--- src/rtl/operand_sequencer_pkg.sv ---
// Shared definitions for the operand sequencer.
// Holds the sequencer FSM state encoding and the Mode input constants.
package operand_sequencer_pkg;

  // LOAD collects operands, SHOW replays them followed by the result.
  typedef enum logic {
    StLoad = 1'b0,
    StShow = 1'b1
  } seq_state_e;

  localparam logic MODE_ADD = 1'b0;  // acc = op0 + op1 + ...
  localparam logic MODE_SUB = 1'b1;  // acc = op0 - op1 - ...

endpackage

--- src/rtl/operand_sequencer_accumulator.sv ---
// seq_accumulator: OUT_W-bit two's-complement running sum/difference.
// Ports:
//   clk_i     - clock, rising edge
//   rst_ni    - synchronous active-low reset, clears the accumulator
//   clear_i   - with enable_i: load the operand; alone: clear to zero
//   enable_i  - fold operand_i into the accumulator this cycle
//   mode_i    - MODE_ADD adds the operand, MODE_SUB subtracts it
//   operand_i - unsigned operand, zero-extended to OUT_W
//   acc_o     - current accumulator value
module seq_accumulator
  import operand_sequencer_pkg::*;
#(
  parameter int unsigned WIDTH = 8,
  parameter int unsigned OUT_W = 10
) (
  input  logic             clk_i,
  input  logic             rst_ni,
  input  logic             clear_i,
  input  logic             enable_i,
  input  logic             mode_i,
  input  logic [WIDTH-1:0] operand_i,
  output logic [OUT_W-1:0] acc_o
);

  logic [OUT_W-1:0] acc_q, acc_d;
  logic [OUT_W-1:0] op_ext;

  assign op_ext = {{(OUT_W - WIDTH){1'b0}}, operand_i};

  always_comb begin
    acc_d = acc_q;
    if (enable_i) begin
      // The first operand of a batch is loaded, never subtracted from a stale value.
      if (clear_i) begin
        acc_d = op_ext;
      end else if (mode_i == MODE_SUB) begin
        acc_d = acc_q - op_ext;
      end else begin
        acc_d = acc_q + op_ext;
      end
    end else if (clear_i) begin
      acc_d = '0;
    end
  end

  always_ff @(posedge clk_i) begin
    if (!rst_ni) begin
      acc_q <= '0;
    end else begin
      acc_q <= acc_d;
    end
  end

  assign acc_o = acc_q;

endmodule

--- src/rtl/operand_sequencer.sv ---
// operand_sequencer: collects N_OPS unsigned operands, then replays each operand
// followed by their sum (Mode=0) or op0 minus the rest (Mode=1).
// Ports:
//   Clock, Resetn          - clock (rising edge), synchronous active-low reset
//   In_valid/In_ready      - operand handshake, In_data is the operand
//   Mode                   - sampled on the slot-0 beat, held for the batch
//   Out_valid/Out_ready    - output handshake
//   Out_data, Out_tag      - operand index 0..N_OPS-1, or N_OPS for the result
//   Negative               - result sign, only set on the result word
// All outputs are registered.
module operand_sequencer
  import operand_sequencer_pkg::*;
#(
  parameter int unsigned WIDTH = 8,
  parameter int unsigned N_OPS = 2,
  localparam int unsigned OUT_W = WIDTH + $clog2(N_OPS) + 1,
  localparam int unsigned TAG_W = $clog2(N_OPS + 1)
) (
  input  logic             Clock,
  input  logic             Resetn,
  input  logic             In_valid,
  output logic             In_ready,
  input  logic [WIDTH-1:0] In_data,
  input  logic             Mode,
  output logic             Out_valid,
  input  logic             Out_ready,
  output logic [OUT_W-1:0] Out_data,
  output logic [TAG_W-1:0] Out_tag,
  output logic             Negative
);

  localparam int unsigned IDX_W = $clog2(N_OPS);
  localparam logic [TAG_W-1:0] LastSlot  = TAG_W'(N_OPS - 1);
  localparam logic [TAG_W-1:0] ResultTag = TAG_W'(N_OPS);

  seq_state_e       state_q, state_d;
  logic [TAG_W-1:0] load_idx_q, load_idx_d;
  logic [TAG_W-1:0] show_idx_q, show_idx_d;
  logic             mode_q, mode_d;
  logic [WIDTH-1:0] ops_q [N_OPS];
  logic [WIDTH-1:0] ops_d [N_OPS];

  logic             in_ready_q, in_ready_d;
  logic             out_valid_q, out_valid_d;
  logic [OUT_W-1:0] out_data_q, out_data_d;
  logic [TAG_W-1:0] out_tag_q, out_tag_d;
  logic             negative_q, negative_d;

  logic             beat, first_beat, out_fire;
  logic [OUT_W-1:0] acc;

  // in_ready_q is high exactly in LOAD, so it doubles as the state qualifier.
  assign beat       = In_valid & in_ready_q;
  assign first_beat = beat & (load_idx_q == '0);
  assign out_fire   = out_valid_q & Out_ready;

  seq_accumulator #(
    .WIDTH (WIDTH),
    .OUT_W (OUT_W)
  ) u_acc (
    .clk_i     (Clock),
    .rst_ni    (Resetn),
    .clear_i   (first_beat),
    .enable_i  (beat),
    .mode_i    (mode_q),
    .operand_i (In_data),
    .acc_o     (acc)
  );

  always_comb begin
    state_d    = state_q;
    load_idx_d = load_idx_q;
    show_idx_d = show_idx_q;
    mode_d     = mode_q;
    ops_d      = ops_q;

    case (state_q)
      StLoad: begin
        if (beat) begin
          ops_d[load_idx_q[IDX_W-1:0]] = In_data;
          if (first_beat) begin
            mode_d = Mode;
          end
          if (load_idx_q == LastSlot) begin
            state_d    = StShow;
            load_idx_d = '0;
            show_idx_d = '0;
          end else begin
            load_idx_d = load_idx_q + TAG_W'(1);
          end
        end
      end
      StShow: begin
        if (out_fire) begin
          if (show_idx_q == ResultTag) begin
            state_d    = StLoad;
            show_idx_d = '0;
          end else begin
            show_idx_d = show_idx_q + TAG_W'(1);
          end
        end
      end
      default: state_d = StLoad;
    endcase

    // Outputs are registered from the next state, so the word appears the cycle
    // after the final beat. ops_d covers the slot written on that same beat.
    in_ready_d  = (state_d == StLoad);
    out_valid_d = (state_d == StShow);
    out_tag_d   = '0;
    out_data_d  = '0;
    negative_d  = 1'b0;
    if (state_d == StShow) begin
      out_tag_d = show_idx_d;
      if (show_idx_d == ResultTag) begin
        // The last accumulate happened on the final beat, well before this word.
        out_data_d = acc;
        negative_d = acc[OUT_W-1];
      end else begin
        out_data_d = {{(OUT_W - WIDTH){1'b0}}, ops_d[show_idx_d[IDX_W-1:0]]};
      end
    end
  end

  always_ff @(posedge Clock) begin
    if (!Resetn) begin
      state_q     <= StLoad;
      load_idx_q  <= '0;
      show_idx_q  <= '0;
      mode_q      <= MODE_ADD;
      for (int i = 0; i < N_OPS; i++) begin
        ops_q[i] <= '0;
      end
      in_ready_q  <= 1'b1;
      out_valid_q <= 1'b0;
      out_data_q  <= '0;
      out_tag_q   <= '0;
      negative_q  <= 1'b0;
    end else begin
      state_q     <= state_d;
      load_idx_q  <= load_idx_d;
      show_idx_q  <= show_idx_d;
      mode_q      <= mode_d;
      ops_q       <= ops_d;
      in_ready_q  <= in_ready_d;
      out_valid_q <= out_valid_d;
      out_data_q  <= out_data_d;
      out_tag_q   <= out_tag_d;
      negative_q  <= negative_d;
    end
  end

  assign In_ready  = in_ready_q;
  assign Out_valid = out_valid_q;
  assign Out_data  = out_data_q;
  assign Out_tag   = out_tag_q;
  assign Negative  = negative_q;

endmodule

--- config.mk ---
export PLATFORM = sky130hd
export DESIGN_NAME = operand_sequencer
export DESIGN_NICKNAME = d
export VERILOG_FILES = /design/src/rtl/operand_sequencer_pkg.sv /design/src/rtl/operand_sequencer_accumulator.sv /design/src/rtl/operand_sequencer.sv
export SDC_FILE = /design/constraint.sdc
export NUM_CORES = 1
export LEC_CHECK = 0
export ABC_CLOCK_PERIOD_IN_PS = 2250
export BUFFER_PORTS_ARGS = -buffer_cell sky130_fd_sc_hd__clkbuf_2
export CAP_MARGIN = 25
export CORE_MARGIN = 4
export CORE_UTILIZATION = 50
export CTS_CLUSTER_SIZE = 30
export DETAILED_ROUTE_END_ITERATION = 10
export GPL_TIMING_DRIVEN = 0
export HOLD_SLACK_MARGIN = 0.15
export PLACE_DENSITY = 0.72
export SKIP_CTS_REPAIR_TIMING = 1
export SYNTH_ARGS = -nofsm -noshare
export SYNTH_HDL_FRONTEND = slang
export SYNTH_SLANG_ARGS = --single-unit
--- constraint.sdc ---
create_clock -name Clock -period 2.25 [get_ports Clock]
set_input_delay 0.1125 -clock Clock [delete_from_list [all_inputs] [get_ports Clock]]
set_output_delay 0.1125 -clock Clock [all_outputs]
set_load 0.01 [all_outputs]
==> metrics.cfg <==
[sta]
min_period_ps = 2352
hold_ws_ps = 148.7
rsz0062_at_grt = true
worst_slack_ps = -102.2
max_slew_margin_pct = 64.19
hold_viol = 0
tightestPinTransition_ps = 537.2
fin_skew_ps = 4.305
maxSlewViolCount = 0
setup_viol = 2
fmax_ghz = 0.4251
fin_crit_sh_pct = 104.5

[detailed_routing]
ant_nets = 0
num_vias = 2069
drtIter0Drc = 131
routed_wirelength_um = 5505
wl_per_cell_um = 15.04
viasPerCell = 5.653
drcViolationCount = 0
dr.pass1.iters = 4

[clock_tree]
clkSlewWorstSetupHoldPaths_ps = 90
htree_levels = 2
clock-sinks = 45
numCtsBuffers = 5
clockBufferDepth = 2
clk_latency_ps = 300
cts_tree = yes
cts_root_buffer = clkbuf_8

[synth]
yosysSeqAreaShare_pct = 38.28
synth_cells = 276
postSynthAreaPerCell_um2 = 8.527
ys.flop_type = dfxtp_1
synth-seq-cells = 45
yosys_warnings = 0
async_reset_ff_share_pct = 0
synth_fp_nets = 300
ys_types = 50
syn_area_um2 = 2354
synth_edf_count = 0

[critical_path]
r2r_slack_ps = -100
worstRegToRegCells = 10
arrival_ps = 2560
crit_path_end = u_acc.acc_o[7]
critPathLaunch = mode_q
required_ps = 2460
end_kind = register
start_kind = register
cp_max_fo = 7
critical_path_class = reg -> reg
reg2reg_to = u_acc.acc_o[7]
worstReg2RegStart = mode_q

[status]
violations = negative setup slack
status = complete, but fails checks

[place]
gp_congestion = 0.8570
hpwl_um = 3974
placed_area_um2 = 2557
io_buffers = 25

[grt]
antenna_found_initial = 0
first_global_vias = 1861
grt_max_degree = 16
grt-ovfl-total = 0
grt_use_total_pct = 18.99
grt_pass1_wl_um = 9032

[layout]
nets = 337
finish.instance_area_um2 = 2778
area_delta_synth_final_pct = 18.02
finish.utilization_pct = 62.50
diodes = 0
fill_cells = 384
drive_above_1_share_pct = 21.34

[power_and_ir_drop]
power_density_nw_per_um2 = 733.3
cellLeakagePower_nw = 1.251
vdd_drop_max_v = 0.0002897
finalPower_mw = 2.037

[floorplan]
coreArea_um2 = 4444
rows = 24
dieArea_um2 = 5868
start_util_pct = 52.96
die_y_um = 76.61
die_x_um = 76.61
ios = 28

[hold_path]
min_path_type = in -> reg

[flow_run]
max_cap_violations = 0

-- cell usage after synthesis (3+ instances only) --
cell type / n / area (um2)
or2_2: 3 / 18.77
o21a_1: 3 / 22.52
o21ai_0: 12 / 60.06
nor2_1: 36 / 135.1
and2_1: 3 / 18.77
mux2i_1: 16 / 160.2
nand2_1: 28 / 105.1
a31oi_1: 3 / 18.77
o22ai_1: 9 / 56.30
dfxtp_1: 45 / 900.9
ha_1: 10 / 125.1
clkbuf_1: 12 / 45.04
and3_1: 3 / 18.77
nor3_1: 7 / 35.03
o211ai_1: 3 / 22.52
nand3_1: 6 / 30.03
inv_1: 8 / 30.03
a21oi_1: 15 / 75.07
a21o_1: 3 / 22.52
buf_2: 3 / 15.01
xnor2_1: 8 / 70.07
-- logic make-up after synthesis --
logic type | after synthesis | share of synthesized area, %
AND/OR/NAND/NOR | 104 | 22.38
AO/OA/AOI/OAI | 62 | 17.07
flip-flops | 45 | 38.28
buffers and inverters | 26 | 4.625
multiplexers | 18 | 7.762
adder cells (fa/ha/maj) | 11 | 6.167
XOR/XNOR | 10 | 3.722
-- stage by stage --
step           setup TNS [ps]  worst slack (ps)  cells
2_1_floorplan               0             4.256    276
3_3_place_gp           -680.8            -315.7    353
3_5_place_dp           -833.0            -336.4    353
4_1_cts                -315.8            -182.2    361
5_1_grt                -440.8            -203.2    366
6_report               -134.6            -102.2    366
-- worst min path at each step --
stage          cells past startpoint              to       start
2_1_floorplan                      2          mode_q        Mode
3_3_place_gp                       3          mode_q        Mode
3_5_place_dp                       3          mode_q        Mode
4_1_cts                            3          mode_q        Mode
5_1_grt                            3  u_acc.acc_o[2]  In_data[2]
6_report                           3  u_acc.acc_o[2]  In_data[2]
-- layer usage --
metal  wire length, um  vias up  GRT usage, %  part of all wire (%)
met5                 0        -             0                     0
met3               205        9         3.664                   3.7
met1              2739      963         25.98                    50
li1                  -     1048             -                     -
met4                95        0         9.058                   1.7
met2              2464       49         28.56                    45
-- worst max-delay path: stages (launching register included) --
cell	delay, ps
dfxtp_2	340
buf_8	110
mux2_4	310
inv_2	70
ha_4	180
nor2b_4	120
o2111a_2	280
or2_4	260
a31oi_4	130
xor2_1	100
o41ai_2	350
-- cell type report --
| class | instances | area [um2] | area share, % |
|---|---|---|---|
| Multi-Input combinational cell | 205 | 1431 | 51.53 |
| Sequential cell | 45 | 902.1 | 32.48 |
| Timing Repair Buffer | 31 | 172.7 | 6.216 |
| Buffer | 16 | 82.58 | 2.973 |
| Clock buffer | 5 | 68.82 | 2.477 |
| Tap cell | 52 | 65.06 | 2.342 |
| Inverter | 9 | 33.78 | 1.216 |
| Clock inverter | 3 | 21.27 | 0.7658 |
-- registers in the layout, indices dropped and copies added (netlist names), 2 cells and up --
register / cells
ops_q: 16
u_acc.acc_o: 10
Out_tag: 2
Out_data: 10
show_idx_q: 2
load_idx_q: 2
-- cells in the final DEF, fill, tap and decap left out, types with 5 or more instances in the layout --
cell / synthesis / routed
ha_1: 10 / 7
inv_1: 8 / 7
nor2_1: 36 / 36
a21oi_1: 15 / 14
nor3_1: 7 / 7
xnor2_1: 8 / 8
mux2i_1: 16 / 16
clkbuf_8: 0 / 5
nand2_1: 28 / 28
buf_4: 2 / 7
o21ai_0: 12 / 12
clkbuf_1: 12 / 10
nand3_1: 6 / 6
dfxtp_1: 45 / 44
o22ai_1: 9 / 9
clkbuf_2: 0 / 25
-- power breakdown --
part	leakage (nW)	switching [mW]	internal (mW)	total, mW
Combinational	0.839	0.350	0.276	0.625
Clock	0.0445	0.296	0.221	0.516
Sequential	0.367	0.0416	0.854	0.895
Total	1.25	0.687	1.35	2.04
No activity file was read; power rests on OpenSTA's default activity.
